### src/rtl/bp_pkg.sv
// Purpose: shared constants, types and counter-update helper for the branch predictor table.
// Latency: n/a (package).
// Backpressure: n/a (package).
package bp_pkg;

    // Width of one saturating predictor counter
    localparam int CTR_W    = 2;

    // Default index width (16 counters)
    localparam int BP_IDX_W = 4;

    typedef logic [CTR_W-1:0] ctr_t;

    // Counter states; bit 1 is the predicted direction
    localparam ctr_t SNT = 2'b00;
    localparam ctr_t WNT = 2'b01;
    localparam ctr_t WT  = 2'b10;
    localparam ctr_t ST  = 2'b11;

    // Next counter value after a resolution, saturating at both ends
    function automatic ctr_t ctr_next(input ctr_t cur, input logic taken);
        ctr_t nxt;
        nxt = cur;
        if (taken) begin
            if (cur != ST) begin
                nxt = ctr_t'(cur + 1'b1);
            end
        end else begin
            if (cur != SNT) begin
                nxt = ctr_t'(cur - 1'b1);
            end
        end
        return nxt;
    endfunction

endpackage

### src/rtl/bp_pend_fifo.sv
// Purpose: in-order FIFO of outstanding predictions ({idx, predicted direction}) with occupancy count.
// Latency: pop data is combinational from the head; push/pop/clear take effect at the next clock edge.
// Backpressure: none internally; the caller must not push when full or pop when empty.
module bp_pend_fifo
    import bp_pkg::*;
#(
    parameter int DEPTH = 4,
    parameter int W     = BP_IDX_W + 1,
    localparam int PTR_W = $clog2(DEPTH),
    localparam int CNT_W = PTR_W + 1
) (
    input  logic             clk,
    input  logic             rst,
    input  logic             clr,
    input  logic             push,
    input  logic [W-1:0]     push_dat,
    input  logic             pop,
    output logic [W-1:0]     pop_dat,
    output logic [CNT_W-1:0] count
);

    logic [W-1:0]     mem [DEPTH];
    logic [PTR_W-1:0] wr_ptr;
    logic [PTR_W-1:0] rd_ptr;

    // Head entry is always visible; only meaningful while count is non-zero
    assign pop_dat = mem[rd_ptr];

    // Pointer and occupancy tracking; DEPTH is a power of two so pointers wrap naturally
    always_ff @(posedge clk or posedge rst) begin
        if (rst) begin
            wr_ptr <= '0;
            rd_ptr <= '0;
            count  <= '0;
        end else if (clr) begin
            wr_ptr <= '0;
            rd_ptr <= '0;
            count  <= '0;
        end else begin
            if (push) begin
                wr_ptr <= wr_ptr + 1'b1;
            end
            if (pop) begin
                rd_ptr <= rd_ptr + 1'b1;
            end
            case ({push, pop})
                2'b10:   count <= count + 1'b1;
                2'b01:   count <= count - 1'b1;
                default: count <= count;
            endcase
        end
    end

    // Entry storage; contents are don't-care until written, so no reset is needed
    always_ff @(posedge clk) begin
        if (push && !clr) begin
            mem[wr_ptr] <= push_dat;
        end
    end

endmodule

### src/rtl/bp_table_ctrl.sv
// Purpose: table of 2-bit saturating branch predictors with in-order resolution tracking.
// Latency: prediction one cycle after an accepted request; mispredict one cycle after a resolution.
// Backpressure: req_ready drops while DEPTH predictions are outstanding; a same-cycle resolution does not reopen it.
module bp_table_ctrl
    import bp_pkg::*;
#(
    parameter int ENTRIES = 16,
    parameter int IDX_W   = BP_IDX_W,
    parameter int DEPTH   = 4,
    localparam int CNT_W  = $clog2(DEPTH) + 1
) (
    input  logic             clk,
    input  logic             rst,
    input  logic             req_valid,
    input  logic [IDX_W-1:0] req_idx,
    output logic             req_ready,
    output logic             pred_valid,
    output logic             pred_taken,
    input  logic             res_valid,
    input  logic             res_taken,
    input  logic             flush,
    output logic             mispredict,
    output logic [CNT_W-1:0] pending
);

    ctr_t             ctr_q [ENTRIES];

    logic             accept;
    logic             pop;
    logic             req_pred;
    logic [IDX_W:0]   pop_dat;
    logic [IDX_W-1:0] pop_idx;
    logic             pop_pred;

    // Readiness looks only at the current count, so a full FIFO never falls through
    assign req_ready = (pending < CNT_W'(DEPTH));

    // Flush wins over both a new request and a resolution in the same cycle
    assign accept    = req_valid && req_ready && !flush;
    assign pop       = res_valid && (pending != '0) && !flush;

    // Prediction reads the counter before any same-cycle update lands
    assign req_pred  = ctr_q[req_idx][CTR_W-1];

    assign pop_idx   = pop_dat[IDX_W:1];
    assign pop_pred  = pop_dat[0];

    bp_pend_fifo #(
        .DEPTH (DEPTH),
        .W     (IDX_W + 1)
    ) u_pend_fifo (
        .clk      (clk),
        .rst      (rst),
        .clr      (flush),
        .push     (accept),
        .push_dat ({req_idx, req_pred}),
        .pop      (pop),
        .pop_dat  (pop_dat),
        .count    (pending)
    );

    // Train the counter of the oldest outstanding branch on each resolution
    always_ff @(posedge clk or posedge rst) begin
        if (rst) begin
            for (int i = 0; i < ENTRIES; i++) begin
                ctr_q[i] <= SNT;
            end
        end else if (pop) begin
            ctr_q[pop_idx] <= ctr_next(ctr_q[pop_idx], res_taken);
        end
    end

    // Registered prediction and mispredict strobes
    always_ff @(posedge clk or posedge rst) begin
        if (rst) begin
            pred_valid <= 1'b0;
            pred_taken <= 1'b0;
            mispredict <= 1'b0;
        end else begin
            pred_valid <= accept;
            if (accept) begin
                pred_taken <= req_pred;
            end
            mispredict <= pop && (pop_pred != res_taken);
        end
    end

endmodule

### config.mk
export PLATFORM = sky130hd
export DESIGN_NAME = bp_table_ctrl
export DESIGN_NICKNAME = d
export VERILOG_FILES = /design/src/rtl/bp_pkg.sv /design/src/rtl/bp_pend_fifo.sv /design/src/rtl/bp_table_ctrl.sv
export SDC_FILE = /design/constraint.sdc
export NUM_CORES = 1
export LEC_CHECK = 0
export BUFFER_PORTS_ARGS = -buffer_cell sky130_fd_sc_hd__buf_2
export CORE_AREA = 2 2 91 93
export CTS_CLUSTER_SIZE = 14
export DETAILED_ROUTE_END_ITERATION = 10
export DIE_AREA = 0 0 93 95
export PLACE_DENSITY = 0.65
export REMOVE_ABC_BUFFERS = 1
export SYNTH_ARGS = -nofsm -noshare
export SYNTH_HDL_FRONTEND = slang
export SYNTH_SLANG_ARGS = --single-unit
### constraint.sdc
create_clock -name clk -period 4.1 [get_ports clk]
set_input_delay 0.615 -clock clk [delete_from_list [all_inputs] [get_ports clk]]
set_output_delay 0.615 -clock clk [all_outputs]
set_load 0.02 [all_outputs]
==> run summary <==
GLOBAL ROUTING
-----------------------------------------------------------------------------------------------
Wire length of the first global-routing pass                                           11380 um
Met3 Resource Use GR                                                                     3.990%
Total global-route track usage                                                           17.24%
Vias in the first global route                                                             2259
Busiest layer in global routing                                                            met2
Global routing met1 resource utilization                                                 22.62%
Final global-route overflow total                                                             0
Maximum number of pins on one net before global-route repair                                 43
GRT met2 Usage                                                                           28.50%
Antenna violations before repair                                                              0

WORST SETUP PATH
-----------------------------------------------------------------------------------------------
Setup slack on the worst flop-to-flop path                                               880 ps
Reg-to-reg startpoint                                                              u_pend_fifo.rd_ptr[0]
Crit path kind                                                                     register to register
Number of cell instances on the worst register-to-register path                               6
Kind of capture point of the worst setup path                                          register
Endpoint of the worst register-to-register path                                        ctr_q[6]
Startpoint kind of the worst setup timing path                                         register
Required time of the worst setup path                                                   4310 ps
Critical path arrival                                                                   3430 ps
Critical path fanouts, max                                                                   17

CTS
-----------------------------------------------------------------------------------------------
Clock Root Buffer                                                                  sky130_fd_sc_hd__clkbuf_8
H-tree levels                                                                                 3
Number of setup buffers added after CTS                                                       0
CTS Hold Buffers Added                                                                        0
Maximum root-to-sink buffer count                                                             2
Clock tree from TritonCTS                                                                 built
Clock insertion delay at the later pin of the skew report                                350 ps
Total of cells resized after clock tree synthesis                                             0
Total clock buffers created by CTS                                                            9
Clock input transition at the sequential cells of the worst setup and hold paths          80 ps
Clock sink count                                                                             62

DETAILED ROUTING
-----------------------------------------------------------------------------------------------
Number of iterations in the first detailed-routing pass                                       4
Count of vias placed by the detailed router                                                2189
DRC errors left                                                                               0
Antenna violation net count after detailed routing                                            0
Number of vias per cell after detailed routing                                            5.459
Drt first-iter violations                                                                   113
Wire length per cell                                                                   16.95 um
Final wirelength                                                                        6795 um

YOSYS
-----------------------------------------------------------------------------------------------
Synthesized flop and latch total                                                             62
Cell Area, Synth                                                                     3443 sq um
Yosys warnings                                                                                0
Most common cell in the netlist                                                    sky130_fd_sc_hd__dfrtp_1
Instance count of the mapped netlist                                                        274
Seq/Total Area, Yosys                                                                    47.97%
Largest area contributor in the synthesized netlist                                sky130_fd_sc_hd__dfrtp_1
Syn_area_per_cell                                                                   12.57 sq um
Top flip-flop cell by instance count after synthesis                               sky130_fd_sc_hd__dfrtp_1
Unique cell type count in the Yosys netlist                                                  47
Commonest cells in the netlist                                                     42 x sky130_fd_sc_hd__dfrtp_1, 36 x sky130_fd_sc_hd__nand2_1, 26 x sky130_fd_sc_hd__mux2i_1
Share of Yosys cell area claimed by the top area cell type                               30.52%
Number of flops mapped to enable cells by yosys                                              20
Cell types occupying the most area after synthesis                                 sky130_fd_sc_hd__dfrtp_1 31%, sky130_fd_sc_hd__edfxtp_1 17%, sky130_fd_sc_hd__mux2i_1 7.6%, sky130_fd_sc_hd__mux4_2 6.5%, sky130_fd_sc_hd__mux2_2 5.6%
Async set-reset flop share out of synthesis                                              67.74%

PWR
-----------------------------------------------------------------------------------------------
Worst supply voltage drop on vdd                                                      0.1750 mV
Net switching power                                                                    863.3 uW
Portion of total power attributed to combinational logic                                  36.1%
Part of the total power dissipated in sequential elements                                 40.1%
Switching portion of total power                                                         37.33%
Clock Power Share                                                                         23.8%
Total power                                                                            2.312 mW
Power density over the cells                                                       611.8 nW/um^2
Static Leakage                                                                         1.529 nW
Cell internal power dissipation                                                        1.449 mW

PLACE
-----------------------------------------------------------------------------------------------
Inst Count DP                                                                               385
Weighted congestion at the end of routability-driven global placement                    0.8021
Placed wire-length estimate after detailed placement                                    5006 um
Post-place instance area                                                             3576 sq um
PortBufs                                                                                     16

TIMING
-----------------------------------------------------------------------------------------------
Final-layout worst hold slack                                                          377.3 ps
Total negative slack                                                                       0 ps
RSZ-0062 raised after global routing                                                      false
Final setup viols                                                                             0
Max-slew violations                                                                           0
Final clock skew                                                                       12.23 ps
Hold Fails Final Rpt                                                                          0
Post-layout minimum cycle time                                                          3220 ps
Slew at the pin closest to its max-slew limit                                          777.5 ps
Max frequency                                                                         310.6 MHz
Final clock period utilization by the worst path                                         78.54%
Max-slew headroom                                                                        48.17%

FLOORPLAN
-----------------------------------------------------------------------------------------------
Starting density of the core                                                             43.43%
Die outline area                                                                     8835 sq um
# IOs                                                                                        17
Die Span X                                                                                93 um
Number of rows in the core area                                                              33
Die Height                                                                                95 um
Total core area                                                                      7928 sq um

LAYOUT
-----------------------------------------------------------------------------------------------
Count of antenna diodes in the layout                                                         0
Area growth from synthesis to layout                                                     9.775%
Non-filler cells, final                                                                     401
Total non-filler cell area in the finished layout                                    3780 sq um
# fillers                                                                                   729
Total number of nets in the final design                                                    306
Ratio of cells with drive above 1 in the final layout                                    25.34%

FLOW RUN
-----------------------------------------------------------------------------------------------
Maximum Capacitance Violations                                                                0

HOLD PATH
-----------------------------------------------------------------------------------------------
Path class of the lowest-slack min-delay path                                      input port to async pin

RUN STATUS
-----------------------------------------------------------------------------------------------
Run status                                                                         finished, final reports clean

==> worst max-delay path: stages, from the launching register on <==
cell                       delay (ps)
sky130_fd_sc_hd__dfrtp_1          830
sky130_fd_sc_hd__mux4_2           840
sky130_fd_sc_hd__mux2i_1          230
sky130_fd_sc_hd__mux2_4           310
sky130_fd_sc_hd__nor3b_2          160
sky130_fd_sc_hd__a211oi_2         530
sky130_fd_sc_hd__o31ai_1          170
==> cell families (layout without fill, tap and decap cells) <==
kind of cell	Yosys count	in the layout	share of synthesized area, %
buffers and inverters	19	41	3.488
DFF	62	62	47.97
xor gates and xnor gates	6	6	1.526
adders and majority gates	6	6	2.362
muxes	63	63	24.75
and+or+nand+nor	85	85	12.50
AOI/OAI and AO/OA	33	33	7.413
==> final cells by class <==
class	count	area [sq um]	share of cell area, %
tap	105	131.4	3.476
multi-input combinational	193	1672	44.22
sequential	62	1652	43.69
clock buffer	9	123.9	3.277
clock inverter	7	80.08	2.119
inverter	7	26.28	0.6951
timing repair buffer	18	95.09	2.516
==> cells in the final DEF (no fill, tap or decap), types with 2 or more instances in the layout <==
| cell | count |
|---|---|
| sky130_fd_sc_hd__dfrtp_1 | 42 |
| sky130_fd_sc_hd__nand2_1 | 36 |
| sky130_fd_sc_hd__mux2i_1 | 26 |
| sky130_fd_sc_hd__edfxtp_1 | 20 |
| sky130_fd_sc_hd__nor2_1 | 18 |
| sky130_fd_sc_hd__o31ai_1 | 17 |
| sky130_fd_sc_hd__mux2_2 | 17 |
| sky130_fd_sc_hd__buf_2 | 16 |
| sky130_fd_sc_hd__mux4_2 | 10 |
| sky130_fd_sc_hd__clkbuf_8 | 9 |
| sky130_fd_sc_hd__inv_1 | 7 |
| sky130_fd_sc_hd__nor2b_1 | 6 |
| sky130_fd_sc_hd__and2_1 | 6 |
| sky130_fd_sc_hd__xnor2_1 | 6 |
| sky130_fd_sc_hd__a21oi_1 | 4 |
| sky130_fd_sc_hd__nand2b_1 | 4 |
| sky130_fd_sc_hd__ha_1 | 4 |
| sky130_fd_sc_hd__mux2_1 | 3 |
| sky130_fd_sc_hd__nor3_1 | 3 |
| sky130_fd_sc_hd__inv_6 | 3 |
| sky130_fd_sc_hd__mux4_1 | 2 |
| sky130_fd_sc_hd__o21ai_0 | 2 |
| sky130_fd_sc_hd__nand3_1 | 2 |
| sky130_fd_sc_hd__nor4b_2 | 2 |
| sky130_fd_sc_hd__mux2i_4 | 2 |
| sky130_fd_sc_hd__mux2_4 | 2 |
| sky130_fd_sc_hd__nand4_1 | 2 |
| sky130_fd_sc_hd__a31oi_1 | 2 |
| sky130_fd_sc_hd__clkinvlp_4 | 2 |
| sky130_fd_sc_hd__buf_4 | 2 |
==> sequential cells by signal, summed over array words and instances, names as in the netlist <==
signal              count
u_pend_fifo.rd_ptr      2
pred_taken              1
mispredict              1
ctr_q                  32
u_pend_fifo.count       3
u_pend_fifo.wr_ptr      2
pred_valid              1
u_pend_fifo.mem        20
==> per-stage QoR <==
| stage | worst slack [ps] | util, % |
|---|---|---|
| after floorplan | 1342 | - |
| after global placement | 992.8 | 45.11 |
| after detailed placement | 906.8 | 45.11 |
| after CTS | 894.2 | 47.68 |
| after global routing | 686.7 | 47.68 |
| final | 880.0 | 47.68 |
==> how the worst max path moves through the flow <==
stage / start / to / slack (ps) / cells after the start
after floorplan: u_pend_fifo.rd_ptr[0] / ctr_q[0] / 1340 / 6
after global placement: u_pend_fifo.rd_ptr[0] / ctr_q[4] / 990 / 6
after detailed placement: u_pend_fifo.rd_ptr[0] / ctr_q[6] / 910 / 6
after CTS: u_pend_fifo.rd_ptr[0] / ctr_q[6] / 890 / 5
after global routing: u_pend_fifo.rd_ptr[0] / ctr_q[6] / 690 / 5
final: u_pend_fifo.rd_ptr[0] / ctr_q[6] / 880 / 6
==> power groups by stage <==
stage | sequential (mW) | clock, mW | combinational (mW)
floorplan | 0.914 | 0 | 0.644
global placement | 0.935 | 0 | 0.820
detailed placement | 0.941 | 0 | 0.836
CTS | 0.929 | 0.562 | 0.841
global route | 0.952 | 0.587 | 0.921
finish | 0.926 | 0.550 | 0.836
==> per-layer routing <==
| layer | up-vias | wire [um] |
|---|---|---|
| li1 | 1047 | - |
| met1 | 1108 | 3211 |
| met2 | 28 | 3303 |
| met3 | 6 | 189 |
| met4 | 0 | 90 |
| met5 | - | 0 |
Power figures use the tool's default switching activity.
